**src/rtl/alu_seq_if.sv**
```systemverilog
`default_nettype none
// ============================================================================
// Module   : alu_seq_if
// Desc     : Control, ROM and ALU signal bundle for the alu_seq sequencer.
// Revision : 1.0
// ============================================================================
interface alu_seq_if #(
    parameter int PC_W = 8
) ();
    logic              start_i;
    logic [PC_W-1:0]   start_addr_i;
    logic              busy_o;
    logic              done_o;
    logic [PC_W-1:0]   rom_addr_o;
    logic [15:0]       rom_data_i;
    logic [2:0]        alu_a_addr_o;
    logic [2:0]        alu_b_addr_o;
    logic [2:0]        alu_op_o;
    logic              alu_cin_o;
    logic              alu_zero_in_o;
    logic              alu_cout_i;
    logic              alu_ovf_i;
    logic              alu_zero_i;
    logic              alu_neg_i;
    logic [3:0]        flags_o;

    modport slave (
        input  start_i, start_addr_i, rom_data_i,
        input  alu_cout_i, alu_ovf_i, alu_zero_i, alu_neg_i,
        output busy_o, done_o, rom_addr_o,
        output alu_a_addr_o, alu_b_addr_o, alu_op_o, alu_cin_o, alu_zero_in_o,
        output flags_o
    );

    modport master (
        output start_i, start_addr_i, rom_data_i,
        output alu_cout_i, alu_ovf_i, alu_zero_i, alu_neg_i,
        input  busy_o, done_o, rom_addr_o,
        input  alu_a_addr_o, alu_b_addr_o, alu_op_o, alu_cin_o, alu_zero_in_o,
        input  flags_o
    );
endinterface
`default_nettype wire

```
**src/rtl/alu_seq.sv**
```systemverilog
`default_nettype none
// ============================================================================
// Module   : alu_seq
// Desc     : Microsequencer fetching 16-bit instructions from a synchronous
//            ROM, driving an external ALU and branching on its saved flags.
// Revision : 1.0
// ============================================================================
module alu_seq #(
    parameter int PC_W = 8,
    parameter int IW   = 16
) (
    input  wire       clk,
    input  wire       rst_n,
    alu_seq_if.slave  bus
);

    localparam logic [2:0] c_ST_IDLE   = 3'd0;
    localparam logic [2:0] c_ST_FETCH  = 3'd1;
    localparam logic [2:0] c_ST_DECODE = 3'd2;
    localparam logic [2:0] c_ST_EXEC   = 3'd3;
    localparam logic [2:0] c_ST_FLAGS  = 3'd4;
    localparam logic [2:0] c_ST_BRANCH = 3'd5;

    localparam logic [2:0] c_OP_JMP  = 3'b000;
    localparam logic [2:0] c_OP_JZ   = 3'b001;
    localparam logic [2:0] c_OP_JNZ  = 3'b010;
    localparam logic [2:0] c_OP_JC   = 3'b011;
    localparam logic [2:0] c_OP_JN   = 3'b100;
    localparam logic [2:0] c_OP_JV   = 3'b101;
    localparam logic [2:0] c_OP_HALT = 3'b110;

    localparam logic [2:0]      c_IDLE_OP = 3'b010;
    localparam logic [PC_W-1:0] c_PC_ONE  = {{(PC_W-1){1'b0}}, 1'b1};

    logic [2:0]      r_state;
    logic [2:0]      w_state_nxt;
    logic [PC_W-1:0] r_pc;
    logic [PC_W-1:0] w_pc_inc;
    logic [PC_W-1:0] w_target;
    logic [IW-1:0]   r_ir;
    logic [3:0]      r_flags;
    logic            w_is_ctl;
    logic            w_is_halt;
    logic            w_taken;
    logic            w_flag_c;
    logic            w_flag_v;
    logic            w_flag_z;
    logic            w_flag_n;
    logic [2:0]      w_a;
    logic [2:0]      w_b;
    logic [2:0]      w_op;
    logic            w_cin;
    logic            w_zin;
    logic            w_busy;
    logic            w_done;

    assign w_pc_inc  = r_pc + c_PC_ONE;
    assign w_target  = r_ir[PC_W-1:0];
    assign w_is_ctl  = r_ir[IW-1];
    assign w_is_halt = w_is_ctl && (r_ir[14:12] == c_OP_HALT);

    assign w_flag_c = r_flags[3];
    assign w_flag_v = r_flags[2];
    assign w_flag_z = r_flags[1];
    assign w_flag_n = r_flags[0];

    // Branch condition evaluated against the flags saved by the last ALU op
    always_comb begin
        w_taken = 1'b0;
        case (r_ir[14:12])
            c_OP_JMP: w_taken = 1'b1;
            c_OP_JZ:  w_taken = w_flag_z;
            c_OP_JNZ: w_taken = ~w_flag_z;
            c_OP_JC:  w_taken = w_flag_c;
            c_OP_JN:  w_taken = w_flag_n;
            c_OP_JV:  w_taken = w_flag_v;
            default:  w_taken = 1'b0;
        endcase
    end

    always_ff @(posedge clk or negedge rst_n) begin
        if (!rst_n) begin
            r_state <= c_ST_IDLE;
        end else begin
            r_state <= w_state_nxt;
        end
    end

    always_comb begin
        w_state_nxt = r_state;
        case (r_state)
            c_ST_IDLE:   w_state_nxt = bus.start_i ? c_ST_FETCH : c_ST_IDLE;
            c_ST_FETCH:  w_state_nxt = c_ST_DECODE;
            c_ST_DECODE: w_state_nxt = bus.rom_data_i[15] ? c_ST_BRANCH : c_ST_EXEC;
            c_ST_EXEC:   w_state_nxt = c_ST_FLAGS;
            c_ST_FLAGS:  w_state_nxt = c_ST_FETCH;
            c_ST_BRANCH: w_state_nxt = w_is_halt ? c_ST_IDLE : c_ST_FETCH;
            default:     w_state_nxt = c_ST_IDLE;
        endcase
    end

    always_ff @(posedge clk or negedge rst_n) begin
        if (!rst_n) begin
            r_pc    <= '0;
            r_ir    <= '0;
            r_flags <= 4'b0000;
        end else begin
            case (r_state)
                c_ST_IDLE: begin
                    if (bus.start_i) begin
                        r_pc <= bus.start_addr_i;
                    end
                end
                c_ST_DECODE: begin
                    r_ir <= bus.rom_data_i;
                end
                c_ST_FLAGS: begin
                    r_flags <= {bus.alu_cout_i, bus.alu_ovf_i, bus.alu_zero_i, bus.alu_neg_i};
                    r_pc    <= w_pc_inc;
                end
                c_ST_BRANCH: begin
                    r_pc <= w_taken ? w_target : w_pc_inc;
                end
                default: begin
                    r_pc <= r_pc;
                end
            endcase
        end
    end

    // ALU ports are parked at a harmless op outside EXEC
    always_comb begin
        w_a    = 3'd0;
        w_b    = 3'd0;
        w_op   = c_IDLE_OP;
        w_cin  = 1'b0;
        w_zin  = 1'b1;
        w_busy = (r_state != c_ST_IDLE);
        w_done = (r_state == c_ST_BRANCH) && w_is_halt;
        if (r_state == c_ST_EXEC) begin
            w_a  = r_ir[11:9];
            w_b  = r_ir[8:6];
            w_op = r_ir[14:12];
            case (r_ir[5:4])
                2'b00:   w_cin = 1'b0;
                2'b01:   w_cin = 1'b1;
                2'b10:   w_cin = w_flag_c;
                default: w_cin = ~w_flag_c;
            endcase
            w_zin = r_ir[3] ? w_flag_z : 1'b1;
        end
    end

    assign bus.busy_o        = w_busy;
    assign bus.done_o        = w_done;
    assign bus.rom_addr_o    = r_pc;
    assign bus.alu_a_addr_o  = w_a;
    assign bus.alu_b_addr_o  = w_b;
    assign bus.alu_op_o      = w_op;
    assign bus.alu_cin_o     = w_cin;
    assign bus.alu_zero_in_o = w_zin;
    assign bus.flags_o       = r_flags;

endmodule
`default_nettype wire
```
**src/flat_wrapper.sv**
```systemverilog
// flat-port wrapper written by rule: the top's interface ports become plain ports
module alu_seq_flat 
#(
    parameter int PC_W = 8,
    parameter int IW   = 16
)
  (clk, rst_n, bus_start_i, bus_start_addr_i, bus_rom_data_i, bus_alu_cout_i, bus_alu_ovf_i, bus_alu_zero_i, bus_alu_neg_i, bus_busy_o, bus_done_o, bus_rom_addr_o, bus_alu_a_addr_o, bus_alu_b_addr_o, bus_alu_op_o, bus_alu_cin_o, bus_alu_zero_in_o, bus_flags_o);
  alu_seq_if #(.PC_W(PC_W)) bus_i ();
  input  wire clk;
  input  wire rst_n;
  input wire logic [$bits(bus_i.start_i)-1:0] bus_start_i;
  input wire logic [$bits(bus_i.start_addr_i)-1:0] bus_start_addr_i;
  input wire logic [$bits(bus_i.rom_data_i)-1:0] bus_rom_data_i;
  input wire logic [$bits(bus_i.alu_cout_i)-1:0] bus_alu_cout_i;
  input wire logic [$bits(bus_i.alu_ovf_i)-1:0] bus_alu_ovf_i;
  input wire logic [$bits(bus_i.alu_zero_i)-1:0] bus_alu_zero_i;
  input wire logic [$bits(bus_i.alu_neg_i)-1:0] bus_alu_neg_i;
  output wire logic [$bits(bus_i.busy_o)-1:0] bus_busy_o;
  output wire logic [$bits(bus_i.done_o)-1:0] bus_done_o;
  output wire logic [$bits(bus_i.rom_addr_o)-1:0] bus_rom_addr_o;
  output wire logic [$bits(bus_i.alu_a_addr_o)-1:0] bus_alu_a_addr_o;
  output wire logic [$bits(bus_i.alu_b_addr_o)-1:0] bus_alu_b_addr_o;
  output wire logic [$bits(bus_i.alu_op_o)-1:0] bus_alu_op_o;
  output wire logic [$bits(bus_i.alu_cin_o)-1:0] bus_alu_cin_o;
  output wire logic [$bits(bus_i.alu_zero_in_o)-1:0] bus_alu_zero_in_o;
  output wire logic [$bits(bus_i.flags_o)-1:0] bus_flags_o;
  assign bus_i.start_i = bus_start_i;
  assign bus_i.start_addr_i = bus_start_addr_i;
  assign bus_i.rom_data_i = bus_rom_data_i;
  assign bus_i.alu_cout_i = bus_alu_cout_i;
  assign bus_i.alu_ovf_i = bus_alu_ovf_i;
  assign bus_i.alu_zero_i = bus_alu_zero_i;
  assign bus_i.alu_neg_i = bus_alu_neg_i;
  assign bus_busy_o = bus_i.busy_o;
  assign bus_done_o = bus_i.done_o;
  assign bus_rom_addr_o = bus_i.rom_addr_o;
  assign bus_alu_a_addr_o = bus_i.alu_a_addr_o;
  assign bus_alu_b_addr_o = bus_i.alu_b_addr_o;
  assign bus_alu_op_o = bus_i.alu_op_o;
  assign bus_alu_cin_o = bus_i.alu_cin_o;
  assign bus_alu_zero_in_o = bus_i.alu_zero_in_o;
  assign bus_flags_o = bus_i.flags_o;
  alu_seq #(.PC_W(PC_W), .IW(IW)) u_core (.clk(clk), .rst_n(rst_n), .bus(bus_i));
endmodule
```
**config.mk**
```make
export PLATFORM = sky130hd
export DESIGN_NAME = alu_seq_flat
export DESIGN_NICKNAME = d
export VERILOG_FILES = /design/src/rtl/alu_seq_if.sv /design/src/rtl/alu_seq.sv /design/src/flat_wrapper.sv
export SDC_FILE = /design/constraint.sdc
export NUM_CORES = 1
export LEC_CHECK = 0
export CORE_MARGIN = 8
export CORE_UTILIZATION = 46
export DETAILED_ROUTE_END_ITERATION = 6
export PLACE_DENSITY = 0.92
export SLEW_MARGIN = 30
export SYNTH_ARGS = -nofsm -noshare
export SYNTH_HDL_FRONTEND = slang
export SYNTH_SLANG_ARGS = --single-unit
export TNS_END_PERCENT = 100
```
**constraint.sdc**
```tcl
create_clock -name clk -period 2.1 [get_ports clk]
set_clock_uncertainty 0.15 [all_clocks]
set_input_delay 0.42 -clock clk [delete_from_list [all_inputs] [get_ports clk]]
set_output_delay 0.42 -clock clk [all_outputs]
set_load 0.05 [all_outputs]
```
==> flow_summary.toml <==
[grt]
antenna_found_initial = 0
maximum_number_of_pins_on_one_net_before_global_route_repair = 32
grt_use_met2_pct = 26.8
groute.layer.met1.usage_pct = 18.6
global_route.usage.met3_pct = 5.13
grt_overflow = 0
number_of_global_route_vias_before_repair = 1594
wire_length_of_the_first_global_routing_pass_mm = 7.75
global_route.peak_usage_layer = "met2"
grt_usage_pct = 15.5

[yosys]
synth_top_cells_by_count = "dfrtp_1 (31), mux2_2 (22), nor2_1 (13)"
syn_inst = 162
synthDominantCellAreaShare_pct = 44.9
synth_simple_gate_area_share_pct = 17.6
mappedNetlistNets = 194
cell_with_the_most_instances_after_synthesis = "dfrtp_1"
synth_enable_flop_cells = 0
synth.area.top_cells = "dfrtp_1 (45%), mux2_2 (14%), a21oi_1 (2.9%)"
synth-compound-area-share_pct = 18.7
ys_seq_elements = 31
ys_dominant_reg_cell = "dfrtp_1"
synth_mux_area_share_pct = 14.9
yosys_warning_count = 0
synthAdderAreaFrac_pct = 0.724
post_synth_xor_area_fraction_pct = 1.01
post-synth-top-area-cell = "dfrtp_1"
synth-async-reset-ratio_pct = 100
synth.lib_cells_used.distinct = 41
synth_sequential_area_ratio_pct = 44.9
synth_top_family_by_area = "compound AO/OA/AOI/OAI gates"
syn_area_per_cell_um2 = 10.7
syn-cell-area_um2 = 1730

[critical_path]
slowest_delay_ps = 460
worstPathBufferInverterCount = 2
crit_fanout = 10
startpoint_types = "register"
crit_required_ps = 1530
setup.worst_path.end_class = "output pin"
path_delay_family = "flip-flops"
critPathSlowestCell = "dfrtp_2"
cpMostUsedCell = "buf_4"
worst-endpoint-arrival_ps = 1490
crit_type = "reg -> out"
rrSetupSlack_ps = 90
crit_path_cell_trace = "buf_4 > or3_1 > buf_4"

[clock_tree]
insertion_delay_ps = 280
cts_max_level = 2
maximum_root_to_sink_buffer_count = 2
clk_transition_reported_paths_ps = 70
tritoncts = "built"
holdBufCountCts = 0
inserted_clock_buffers = 5
numClockSinks = 31
cts-root-buf = "clkbuf_8"

[layout]
final_core_util_pct = 71.5
antenna_diode_count = 0
area_delta_synth_final_pct = 50.1
layout-drive-gt1-share_pct = 33.9
fin_nets = 264

[power_and_ir_drop]
max-vdd-ir-drop_mv = 1.22
power.density_nw_per_um2 = 1710
report.power.total_w = 0.00445
static-leakage-power_nw = 1.11

[routing]
drcViolationCount = 0
vias_per_cell = 5.63
detail_route.iter0.violations = 150
total_via_count_after_detailed_routing = 1581
routed_wl_mm = 4.79
wl_per_cell_um = 17.1
drt_pass1_iterations = 4
detail-route-antenna-nets = 0

[run_status]
status = "finished clean"

[placed_design]
port-buffer-count = 55
hpwlAfterDp_mm = 3.59
place_congestion = 0.860

[timing]
timing.final.setup_violations = 0
final_hold_viol_count = 0
max_freq_ghz = 0.485
final.min_clock_period_ps = 2060
finalMaxSlewViolations = 0
maxSlewHeadroom_pct = 69.4
tightestPinTransition_ps = 447
finalCritPeriodShare_pct = 98.1

[floorplan]
placementRows = 22
start_util_pct = 47.6
floorplan.core_area_um2 = 3630
number_of_primary_i_o_pins = 56
die_outline_height_um = 77.3
die_area_um2 = 5980
die_width_um = 77.3

[worst_hold_path]
timing.hold.worst.class = "reg -> reg"

[job]
cap_violations = 0
==> cell usage in the layout, fill, tap and decap left out, types with 2 or more instances in the layout <==
master and count:
inv_1 2, a21o_1 4, buf_12 10, a22oi_1 2
and2_1 8, nand3_1 3, o21bai_1 3, or3_1 3
clkbuf_8 5, and4b_1 3, clkdlybuf4s50_1 30, a21oi_1 10
a221o_1 5, nand2_1 8, nand2b_1 3, buf_4 29
nor2_1 13, mux2_2 22, dfrtp_2 2, dfrtp_1 29
a21oi_2 2, o21ai_0 3, a211oi_1 4, o31a_1 2
a2111oi_0 4, and3_1 4
==> what timing repair did <==
action,4_1_cts,5_1_grt
gates cloned,0,0
resized for setup,1,0
endpoints found under the setup margin,10,9
pin swaps,0,0
setup buffers,0,3
==> worst paths after layout <==
check | start | end | cells past startpoint
worst min-delay path | u_core.r_ir[1]$_DFFE_PN0N_ | u_core.r_ir[1]$_DFFE_PN0N_ | 1
worst max-delay path | u_core.r_state[0]$_DFF_PN0_ | bus_busy_o | 3
min in group asynchronous | rst_n | u_core.r_state[1]$_DFF_PN0_ | 2
worst min register to register | u_core.r_ir[1]$_DFFE_PN0N_ | u_core.r_ir[1]$_DFFE_PN0N_ | 1
worst max register to register | u_core.bus.flags_o[1]$_DFFE_PN0P_ | u_core.bus.rom_addr_o[2]$_DFFE_PN0P_ | 5
max in group asynchronous | rst_n | u_core.r_state[0]$_DFF_PN0_ | 2
==> kinds of logic (layout without fill, tap and decap cells) <==
family / count (synthesis) / count (layout)
buf+inv: 8 / 79
simple gates: 53 / 53
flops: 31 / 31
fa+ha+maj: 1 / 1
mux: 23 / 23
xor+xnor: 2 / 2
compound gates: 44 / 44
==> routing by layer <==
| metal | up-vias | wire (µm) |
|---|---|---|
| li1 | 747 | - |
| met1 | 756 | 1930 |
| met2 | 74 | 2480 |
| met3 | 4 | 357 |
| met4 | 0 | 21 |
| met5 | - | 0 |
==> through the flow <==
step / cells / TNS [ps] / setup WS [ps] / hold slack, ps / instance area (µm²)
after global placement: 270 / -56.2 / -56.2 / 331 / 2460
after CTS: 278 / 0 / 4.16 / 356 / 2570
after floorplan: 162 / -2.25 / -2.25 / -25.6 / 1740
final: 281 / 0 / 39.3 / 352 / 2600
after detailed placement: 270 / -268 / -90.3 / 340 / 2460
after global routing: 281 / -13.6 / -10.3 / 380 / 2600
==> state kept, by name, indices dropped and copies added, names as in the netlist <==
register and count:
u_core.r_ir 16, u_core.bus.rom_addr_o 8, u_core.bus.flags_o 4, u_core.r_state 3
==> area by class of cell <==
type                       instances  area (µm²)
sequential                        31         778
inverter                           2        7.51
fill                             297        1040
timing repair buffer              69         718
multi-input combinational        123         920
tap                               48        60.1
clock inverter                     3        43.8
clock buffer                       5        68.8
==> power breakdown <==
group / internal (W) / switching [W]
combinational: 0.00115 / 0.00146
sequential: 0.000918 / 0.000344
clock: 0.000353 / 0.000228
total: 0.00242 / 0.00203
==> worst reg2reg max path, cell delays in order, from the launching register on <==
cell	delay [ps]
dfrtp_2	400
mux2_2	330
a21o_1	190
a21oi_2	360
a2111oi_0	190
a211oi_1	280
Note: power is estimated with default switching activity, not from simulation.
